===== config.mk =====
export PLATFORM = sky130hd
export DESIGN_NAME = alu_multicycle_flat
export DESIGN_NICKNAME = d
export VERILOG_FILES = /design/src/rtl/alu_multicycle_if.sv /design/src/rtl/alu_multicycle.sv /design/src/flat_wrapper.sv
export SDC_FILE = /design/constraint.sdc
export NUM_CORES = 1
export LEC_CHECK = 0
export CELL_PAD_IN_SITES_DETAIL_PLACEMENT = 0
export CELL_PAD_IN_SITES_GLOBAL_PLACEMENT = 1
export CORE_ASPECT_RATIO = 1.1
export CORE_UTILIZATION = 30
export CTS_CLUSTER_SIZE = 8
export DETAILED_ROUTE_END_ITERATION = 10
export PLACE_DENSITY_LB_ADDON = 0.1
export SLEW_MARGIN = 5
export SYNTH_ARGS = -nofsm -noshare
export SYNTH_HDL_FRONTEND = slang
export SYNTH_SLANG_ARGS = --single-unit

===== constraint.sdc =====
create_clock -name clk -period 2.9 [get_ports clk]
set_clock_uncertainty 0.1 [all_clocks]
set_input_delay 0.58 -clock clk [delete_from_list [all_inputs] [get_ports clk]]
set_output_delay 0.58 -clock clk [all_outputs]
set_load 0.01 [all_outputs]

===== src/rtl/alu_multicycle_if.sv =====
// Execute-stage handshake bundle between the datapath controller (master) and alu_multicycle (slave).
interface alu_multicycle_if #(
  parameter int DATA_WIDTH  = 32,
  parameter int SHAMT_WIDTH = 5
);
  logic                   start_i;
  logic [3:0]             alu_operation_i;
  logic [DATA_WIDTH-1:0]  a_i;
  logic [DATA_WIDTH-1:0]  b_i;
  logic [SHAMT_WIDTH-1:0] shamt_i;
  logic [DATA_WIDTH-1:0]  result_o;
  logic                   zero_o;
  logic                   busy_o;
  logic                   done_o;
  logic                   invalid_o;
  logic                   overflow_o;

  modport master (
    output start_i, alu_operation_i, a_i, b_i, shamt_i,
    input  result_o, zero_o, busy_o, done_o, invalid_o, overflow_o
  );

  modport slave (
    input  start_i, alu_operation_i, a_i, b_i, shamt_i,
    output result_o, zero_o, busy_o, done_o, invalid_o, overflow_o
  );
endinterface


===== src/rtl/alu_multicycle.sv =====
// Multi-cycle execute stage: single-cycle logic/arithmetic, bit-serial shifts, start/done handshake.
// Optional signed ADD/SUB overflow flag enabled by defining ALU_MULTICYCLE_OVERFLOW_EN.
module alu_multicycle #(
  parameter int DATA_WIDTH  = 32,
  parameter int SHAMT_WIDTH = 5
) (
  input logic              clk,
  input logic              reset,
  alu_multicycle_if.slave  bus
);

  localparam logic [3:0] OP_ADD  = 4'b0000;
  localparam logic [3:0] OP_SUB  = 4'b0001;
  localparam logic [3:0] OP_OR   = 4'b0010;
  localparam logic [3:0] OP_ORI  = 4'b0011;
  localparam logic [3:0] OP_SRL  = 4'b0100;
  localparam logic [3:0] OP_SLL  = 4'b0101;
  localparam logic [3:0] OP_LUI  = 4'b0110;
  localparam logic [3:0] OP_ANDI = 4'b0111;
  localparam logic [3:0] OP_LW   = 4'b1000;
  localparam logic [3:0] OP_SW   = 4'b1001;
  localparam logic [3:0] OP_NOR  = 4'b1100;
  localparam logic [3:0] OP_AND  = 4'b1101;

  typedef enum logic [1:0] {
    IDLE  = 2'd0,
    SHIFT = 2'd1,
    DONE  = 2'd2
  } state_t;

  function automatic logic is_shift(input logic [3:0] op);
    return (op == OP_SRL) || (op == OP_SLL);
  endfunction

  function automatic logic op_supported(input logic [3:0] op);
    case (op)
      OP_ADD, OP_SUB, OP_OR, OP_ORI, OP_SRL, OP_SLL,
      OP_LUI, OP_ANDI, OP_LW, OP_SW, OP_NOR, OP_AND: return 1'b1;
      default:                                        return 1'b0;
    endcase
  endfunction

  function automatic logic [DATA_WIDTH-1:0] zext16(input logic [15:0] v);
    return {{(DATA_WIDTH-16){1'b0}}, v};
  endfunction

  // Shift ops only reach here with shamt==0, where the result is B unchanged.
  function automatic logic [DATA_WIDTH-1:0] alu_eval(
    input logic [3:0]            op,
    input logic [DATA_WIDTH-1:0] a,
    input logic [DATA_WIDTH-1:0] b
  );
    case (op)
      OP_ADD, OP_LW, OP_SW: return a + b;
      OP_SUB:               return a - b;
      OP_OR:                return a | b;
      OP_ORI:               return a | zext16(b[15:0]);
      OP_ANDI:              return a & zext16(b[15:0]);
      OP_AND:               return a & b;
      OP_NOR:               return ~(a | b);
      OP_LUI:               return zext16(b[15:0]) << 16;
      OP_SRL, OP_SLL:       return b;
      default:              return '0;
    endcase
  endfunction

  state_t                 state;
  state_t                 state_nxt;
  logic [SHAMT_WIDTH-1:0] cnt;
  logic [DATA_WIDTH-1:0]  sreg;
  logic                   shift_left;
  logic [DATA_WIDTH-1:0]  shift_step;
  logic [DATA_WIDTH-1:0]  result;
  logic                   zero;
  logic                   invalid;
  logic                   accept;
  logic                   shift_start;
  logic                   shift_last;
  logic [DATA_WIDTH-1:0]  eval_res;

  assign accept      = (state == IDLE) && bus.start_i;
  assign shift_start = is_shift(bus.alu_operation_i) && (bus.shamt_i != '0);
  assign shift_last  = (state == SHIFT) && (cnt == SHAMT_WIDTH'(1));
  assign eval_res    = alu_eval(bus.alu_operation_i, bus.a_i, bus.b_i);
  assign shift_step  = shift_left ? {sreg[DATA_WIDTH-2:0], 1'b0}
                                  : {1'b0, sreg[DATA_WIDTH-1:1]};

  always_comb begin
    state_nxt = state;
    case (state)
      IDLE: begin
        if (bus.start_i) begin
          state_nxt = shift_start ? SHIFT : DONE;
        end
      end
      SHIFT: begin
        if (cnt == SHAMT_WIDTH'(1)) begin
          state_nxt = DONE;
        end
      end
      DONE:    state_nxt = IDLE;
      default: state_nxt = IDLE;
    endcase
  end

  // Control and architectural outputs; reset clears everything so an aborted op leaves no trace.
  always_ff @(posedge clk or negedge reset) begin
    if (!reset) begin
      state   <= IDLE;
      cnt     <= '0;
      result  <= '0;
      zero    <= 1'b0;
      invalid <= 1'b0;
    end else begin
      state <= state_nxt;
      if (accept) begin
        if (shift_start) begin
          cnt <= bus.shamt_i;
        end else begin
          result  <= eval_res;
          zero    <= (eval_res == '0);
          invalid <= !op_supported(bus.alu_operation_i);
        end
      end else if (state == SHIFT) begin
        cnt <= cnt - SHAMT_WIDTH'(1);
        if (shift_last) begin
          result  <= shift_step;
          zero    <= (shift_step == '0);
          invalid <= 1'b0;
        end
      end
    end
  end

  // Shift datapath: loaded on accept, stepped once per SHIFT cycle.
  always_ff @(posedge clk) begin
    if (accept && shift_start) begin
      sreg       <= bus.b_i;
      shift_left <= (bus.alu_operation_i == OP_SLL);
    end else if (state == SHIFT) begin
      sreg <= shift_step;
    end
  end

`ifdef ALU_MULTICYCLE_OVERFLOW_EN
  function automatic logic add_sub_ovf(
    input logic [3:0]                   op,
    input logic signed [DATA_WIDTH-1:0] a,
    input logic signed [DATA_WIDTH-1:0] b
  );
    logic signed [DATA_WIDTH-1:0] r;
    case (op)
      OP_ADD: begin
        r = a + b;
        return (a[DATA_WIDTH-1] == b[DATA_WIDTH-1]) && (r[DATA_WIDTH-1] != a[DATA_WIDTH-1]);
      end
      OP_SUB: begin
        r = a - b;
        return (a[DATA_WIDTH-1] != b[DATA_WIDTH-1]) && (r[DATA_WIDTH-1] != a[DATA_WIDTH-1]);
      end
      default: return 1'b0;
    endcase
  endfunction

  logic overflow;

  always_ff @(posedge clk or negedge reset) begin
    if (!reset) begin
      overflow <= 1'b0;
    end else if (accept && !shift_start) begin
      overflow <= add_sub_ovf(bus.alu_operation_i, bus.a_i, bus.b_i);
    end else if (shift_last) begin
      overflow <= 1'b0;
    end
  end

  assign bus.overflow_o = overflow;
`else
  assign bus.overflow_o = 1'b0;
`endif

  assign bus.result_o  = result;
  assign bus.zero_o    = zero;
  assign bus.invalid_o = invalid;
  assign bus.busy_o    = (state != IDLE);
  assign bus.done_o    = (state == DONE);

endmodule


===== src/flat_wrapper.sv =====
// flat-port wrapper written by rule: the top's interface ports become plain ports
module alu_multicycle_flat 
#(
  parameter int DATA_WIDTH  = 32,
  parameter int SHAMT_WIDTH = 5
)
  (clk, reset, bus_start_i, bus_alu_operation_i, bus_a_i, bus_b_i, bus_shamt_i, bus_result_o, bus_zero_o, bus_busy_o, bus_done_o, bus_invalid_o, bus_overflow_o);
  alu_multicycle_if #(.DATA_WIDTH(DATA_WIDTH), .SHAMT_WIDTH(SHAMT_WIDTH)) bus_i ();
  input logic clk;
  input logic reset;
  input wire logic [$bits(bus_i.start_i)-1:0] bus_start_i;
  input wire logic [$bits(bus_i.alu_operation_i)-1:0] bus_alu_operation_i;
  input wire logic [$bits(bus_i.a_i)-1:0] bus_a_i;
  input wire logic [$bits(bus_i.b_i)-1:0] bus_b_i;
  input wire logic [$bits(bus_i.shamt_i)-1:0] bus_shamt_i;
  output wire logic [$bits(bus_i.result_o)-1:0] bus_result_o;
  output wire logic [$bits(bus_i.zero_o)-1:0] bus_zero_o;
  output wire logic [$bits(bus_i.busy_o)-1:0] bus_busy_o;
  output wire logic [$bits(bus_i.done_o)-1:0] bus_done_o;
  output wire logic [$bits(bus_i.invalid_o)-1:0] bus_invalid_o;
  output wire logic [$bits(bus_i.overflow_o)-1:0] bus_overflow_o;
  assign bus_i.start_i = bus_start_i;
  assign bus_i.alu_operation_i = bus_alu_operation_i;
  assign bus_i.a_i = bus_a_i;
  assign bus_i.b_i = bus_b_i;
  assign bus_i.shamt_i = bus_shamt_i;
  assign bus_result_o = bus_i.result_o;
  assign bus_zero_o = bus_i.zero_o;
  assign bus_busy_o = bus_i.busy_o;
  assign bus_done_o = bus_i.done_o;
  assign bus_invalid_o = bus_i.invalid_o;
  assign bus_overflow_o = bus_i.overflow_o;
  alu_multicycle #(.DATA_WIDTH(DATA_WIDTH), .SHAMT_WIDTH(SHAMT_WIDTH)) u_core (.clk(clk), .reset(reset), .bus(bus_i));
endmodule

==> results of run 1 <==
## layout by cell type, fill, tap and decap left out, types with 35 or more instances in the layout
cell type          n
buf_4            283
nor2_1            92
clkdlybuf4s50_1   92
nand2_1           83
a21oi_1           52
buf_6             51
dfrtp_1           41
o21ai_0           37
nor3_1            36
a21o_1            35
## sequential cells by signal (all words and copies together) (netlist names)
register,flops
u_core.cnt,5
u_core.bus.invalid_o,1
u_core.bus.result_o,32
u_core.sreg,32
u_core.state,2
u_core.shift_left,1
u_core.bus.zero_o,1
## power groups by stage
stage / Combinational, uW / Sequential (uW) / Clock [uW]
6_report: 3450 / 1610 / 1160
3_3_place_gp: 2930 / 1630 / 0
2_1_floorplan: 1300 / 1700 / 0
5_1_grt: 3730 / 1660 / 1220
4_1_cts: 3220 / 1620 / 1180
3_5_place_dp: 2940 / 1640 / 0
## cells in the mapped netlist, drive strengths merged (19+ instances only)
library cell	number	area (sq um)
clkbuf	55	206
mux2	19	214
o21ai	87	435
xnor2	24	210
ha	36	450
dfrtp	41	1030
nor3	42	215
mux2i	20	200
nand4	20	125
nand2	109	412
xor2	28	245
a21oi	90	450
buf	22	110
edfxtp	33	991
nor2	108	405
a21o	35	263
inv	29	109
## final cells by class
type,count,share of cell area
flip-flops and latches,74,0.154
inverters,29,0.00848
clock buffers,10,0.0190
clock inverters,6,0.00486
well taps,310,0.0295
multi-input cells,819,0.493
repair buffers,444,0.292
## critical path: cells and delay by family
kind                       cells  cell delay, ns
adders and majority gates      1            0.36
buffers and inverters          2            0.24
AOI/OAI and AO/OA              4            0.83
and+or+nand+nor               11            2.38
xor gates and xnor gates       2            0.40
## per-layer routing
layer,wire length [um],GRT usage,vias up
met1,15400,0.356,4309
met2,15400,0.406,270
li1,-,-,4431
met4,1090,0.0999,0
met3,1650,0.0209,43
met5,0,0,-
## repair_timing
action                                  CTS  global route
gates resized for setup                 222           132
hold endpoints to repair                  0             0
buffers inserted                         36            25
pin swaps                                67            98
endpoints found under the setup margin   32            29
## per-stage QoR
step	utilization	area [sq um]
2_1_floorplan	-	7950
3_3_place_gp	0.457	11300
3_5_place_dp	0.457	11300
4_1_cts	0.503	12400
5_1_grt	0.530	13100
6_report	0.530	13100
## final timing paths
check	depth (start not counted)	to	slack (ns)	start
worst max-delay path	20	u_core.bus.zero_o	-1.71	bus_b_i[4]
worst min-delay path	1	u_core.bus.result_o[6]	0.29	reset
worst max register to register	13	u_core.bus.zero_o	-0.01	u_core.cnt[1]
worst min register to register	2	u_core.bus.result_o[27]	0.37	u_core.bus.result_o[27]
max in group asynchronous	1	u_core.bus.result_o[21]	1.82	reset
min in group clk	2	u_core.bus.result_o[27]	0.37	u_core.bus.result_o[27]
## kinds of logic after synthesis
logic type      Yosys count
mux                      39
buf+inv                 106
other cells               1
simple gates            361
compound gates          329
flops                    74
xor+xnor                 52
fa+ha+maj                37
==> run summary, run 1 <==
number of synthesized flops with an enable pin: 33
setup ws final: -1.71 ns
non-filler instance count after layout: 1692
Critical Path AT: 4.79 ns
clk buf depth: 2
Num CTS Buffers: 9
Setup WS pre-CTS: -2.54 ns
cts hold-fix bufs: 0
area share of fa/ha/maj cells after synthesis: 0.0614
first-pass GRT wire length: 51.0 mm
Sink Count: 74
CTS root buf: clkbuf_16
critical-path maximum fanout: 5
worst slew pin tran: 0.941 ns
Syn Inst Count: 999
Max-Cap Viols: 0
post-synthesis mux area share: 0.0541
post-synthesis async set-or-reset flop share: 0.554
n_diodes: 0
Routed WL: 33.5 mm
DRT iter0 DRCs: 571
Rows: 60
Initial Util: 0.309
post-route ant nets: 0
core footprint: 24800 sq um
DR vias: 9053
Layout area overhead: 71.6%
main combinational cell family by area after synthesis: compound AO/OA/AOI/OAI gates
dpl hpwl: 26.4 mm
Internal: 3900 uW
vias in the first global route: 8802
CTS tree: built
Clk pwr share: 0.186
CP Launch Type: primary input
GRT Util Overall: 0.255
Sequential cell area: 2020 sq um
Logic pwr share: 0.554
CP required: 3.08 ns
crit end category: flip-flop
RePlAce Congestion: 0.898
switch share: 0.374
outcome: complete, but fails checks
final hold slack: 0.288 ns
Pre-antenna DRT Iters: 5
CTS HTree Levels: 3
GRT overflow: 0
synth unique cells: 78
Final Hold Viols: 0
Static Leak: 0.00572 uW
failing checks: setup timing
Min-Delay Path Class: in2async
Max Slew Vio Count: 0
Max Fclk: 0.217 GHz
Ys Warns: 0
total placed cells including tap cells: 1637
Main synth FF type: dfrtp_1
slowest CP cell: or4_4
number of synthesized register bits: 74
DR WL/cell: 19.8 um
Flop pwr share: 0.259
Tmin final: 4.61 ns
die area: 26200 sq um
die height: 170 um
synthesized area: 7660 sq um
Tcrit/Tclk final: 1.59
filler instances: 2356
largest stage delay on the critical path: 0.48 ns
clock-pin slew on the worst setup and hold paths: 0.06 ns
simple-gate portion of the synthesized area: 0.227
switching power total: 2330 uW
Setup CP Type: in2reg
Ports: 113
PwrDens: 474 nW/um^2
total power: 6230 uW
Worst IR Drop VDD: 0.344 mV
DRC: 0
initial antenna violation count: 0
final net count: 1490
RSZ-0062 raised after global routing: true
post-synthesis sequential area ratio: 0.263
final setup violation count: 27
Worst slew margin: 0.373
Compound-Gate Fraction of Synth Area: 0.278
largest net degree at the start of global routing: 69
worst skew pair latency: 0.34 ns
Die W: 154 um
multi-input logic area: 6480 sq um
PortBufs: 111
syn_area_per_cell: 7.67 sq um
layout cell share with drive strength beyond 1: 0.426
worst-path cell chain: buf_6, or3_4, or2_4, nor3b_4, buf_4, nand3b_1, or2_1, or4_4, o31ai_4, xor2_1, ha_2, nand4_1, nor2_1, a21oi_1, nand3_1, xor2_1, a221oi_2, nand4_1, nor4_2, a31o_1
setup TNS: -30.30 ns
Vias/cell: 5.35
Mapped Nets: 1112
Synth Area in XOR/XNOR: 0.0595
Note: power is estimated with default switching activity, not from simulation.
==> inputs of run 2 (changes only) <==
Settings changed: SETUP_SLACK_MARGIN set to 0.02.
==> run 2 against run 1 <==
  * The run still ends with setup timing left
  * Worst setup slack better by 0.0033 ns
  * Utilization is 0.061 points lower
  * Combinational power hardly changed
  * Worst hold slack hardly changed
  * Critical path type unchanged
==> run summary, run 2 (synthesis results as in run 1) <==
Tmin final: 4.61 ns (about the same)
CP required: 3.08 ns (about the same)
DR vias: 9107 (was 9053)
CTS HTree Levels: 3 (unchanged)
n_diodes: 0 (unchanged)
Setup CP Type: in2reg (unchanged)
Pre-antenna DRT Iters: 5 (unchanged)
commonest non-fill, non-tap cell in the layout: buf_4 (unchanged)
largest net degree at the start of global routing: 69 (unchanged)
clk buf depth: 2 (unchanged)
CP Launch Type: primary input (unchanged)
Rows: 60 (unchanged)
Final Hold Viols: 0 (unchanged)
Max Fclk: 0.217 GHz (about the same)
Sink Count: 74 (unchanged)
worst skew pair latency: 0.34 ns (about the same)
failing checks: setup timing (unchanged)
Worst slew margin: 0.367 (was 0.373)
final setup violation count: 28 (was 27)
most frequent cells in the layout: buf_4 (295), clkdlybuf4s50_1 (92), nor2_1 (91) (was buf_4 (283), nor2_1 (92), clkdlybuf4s50_1 (92))
Num CTS Buffers: 9 (unchanged)
layout cell share with drive strength beyond 1: 0.422 (was 0.426)
vias in the first global route: 8848 (was 8802)
CTS tree: built (unchanged)
initial antenna violation count: 0 (unchanged)
dpl hpwl: 26.4 mm (unchanged)
DRT iter0 DRCs: 541 (was 571)
Max Slew Vio Count: 0 (unchanged)
Min-Delay Path Class: in2async (unchanged)
setup TNS: -31.99 ns (was -30.30 ns)
Max-Cap Viols: 0 (unchanged)
Ports: 113 (unchanged)
DR WL/cell: 19.7 um (was 19.8 um)
RePlAce Congestion: 0.898 (unchanged)
crit end category: flip-flop (unchanged)
final net count: 1500 (was 1490)
Initial Util: 0.309 (unchanged)
critical-path maximum fanout: 5 (unchanged)
filler instances: 2354 (was 2356)
setup ws final: -1.71 ns (about the same)
first-pass GRT wire length: 51.0 mm (about the same)
Setup WS pre-CTS: -2.54 ns (unchanged)
Critical Path AT: 4.79 ns (about the same)
Tcrit/Tclk final: 1.59 (about the same)
Die W: 154 um (unchanged)
Layout area overhead: 71.4% (was 71.6%)
family with the most delay on the worst path: simple AND/OR/NAND/NOR gates (unchanged)
DRC: 0 (unchanged)
Sequential cell area: 2020 sq um (unchanged)
post-route ant nets: 0 (unchanged)
die area: 26200 sq um (unchanged)
Critical path buffers and inverters: 2 (unchanged)
Static Leak: 0.00576 uW (was 0.00572 uW)
Routed WL: 33.6 mm (was 33.5 mm)
clock-pin slew on the worst setup and hold paths: 0.06 ns (about the same)
PwrDens: 473 nW/um^2 (was 474 nW/um^2)
GRT Util Overall: 0.255 (about the same)
worst-path cell chain: buf_6, or3_4, or2_4, nor3b_4, buf_4, nand3b_1, or2_1, or4_4, o31ai_4, xor2_1, ha_2, nand4_1, nor2_1, a21oi_1, nand3_1, xor2_1, a221oi_2, nand4_1, nor4_2, a31o_1 (unchanged)
GRT overflow: 0 (unchanged)
cts hold-fix bufs: 0 (unchanged)
total power: 6210 uW (was 6230 uW)
RSZ-0062 raised after global routing: true (unchanged)
PortBufs: 111 (unchanged)
die height: 170 um (unchanged)
multi-input logic area: 6420 sq um (was 6480 sq um)
Worst IR Drop VDD: 0.345 mV (was 0.344 mV)
core footprint: 24800 sq um (unchanged)
outcome: complete, but fails checks (unchanged)
Vias/cell: 5.35 (about the same)
largest stage delay on the critical path: 0.48 ns (about the same)
worst slew pin tran: 0.950 ns (was 0.941 ns)
slowest CP cell: or4_4 (unchanged)
CTS root buf: clkbuf_16 (unchanged)
[run 2: layout make-up]
type,count,share of cell area
clock buffer,10,0.0191
clock inverter,6,0.00486
inverter,29,0.00849
multi-input combinational,819,0.489
sequential,74,0.154
tap,310,0.0296
timing repair buffer,454,0.295
[run 2: worst paths after layout]
kind / startpoint / cells past startpoint / slack (ns) / end
max reg2reg: u_core.cnt[1] / 13 / -0.04 / u_core.bus.zero_o
min in group clk: u_core.bus.result_o[27] / 2 / 0.37 / u_core.bus.result_o[27]
max: bus_b_i[4] / 20 / -1.71 / u_core.bus.zero_o
min: reset / 1 / 0.29 / u_core.bus.result_o[0]
min reg2reg: u_core.bus.result_o[27] / 2 / 0.37 / u_core.bus.result_o[27]
max in group asynchronous: reset / 1 / 1.81 / u_core.bus.result_o[21]
[run 2: power breakdown]
| group | switching, uW | internal [uW] |
|---|---|---|
| registers | 184 | 1430 |
| logic | 1690 | 1740 |
| clock network | 445 | 716 |
| total | 2320 | 3890 |
[run 2: metrics by stage]
step                cell area [sq um]  instances  hold slack [ns]   util
floorplan                        7950        999            0.184      -
global placement                11300       1637            0.358  0.457
detailed placement              11300       1637            0.367  0.457
CTS                             12500       1683            0.316  0.503
global route                    13100       1702            0.365  0.530
finish                          13100       1702            0.288  0.530
[run 2: what timing repair did]
item                       CTS  global route
pin swaps                   69            95
buffers inserted            36            27
resized for setup          203           127
setup endpoints to repair   32            32
[run 2: routing by layer]
layer	GRT usage	part of all wire	routed length, um	up-vias
met4	0.0908	0.030	1010	0
met3	0.0197	0.047	1560	44
met5	0	0	0	-
met2	0.415	0.46	15400	280
li1	-	-	-	4455
met1	0.355	0.46	15600	4328
[run 2: worst reg2reg max path, delay by kind of cell (launching register included)]
| kind | cells | cell delay, ns |
|---|---|---|
| simple gates | 8 | 1.70 |
| compound gates | 2 | 0.30 |
| fa+ha+maj | 1 | 0.14 |
| flops | 1 | 0.38 |
| buf+inv | 2 | 0.28 |
==> inputs of run 3 (changes only) <==
Settings changed: HOLD_SLACK_MARGIN set to 0.03.
==> results of run 3 <==
Final layout, timing and power as in run 2 (identical DEF).
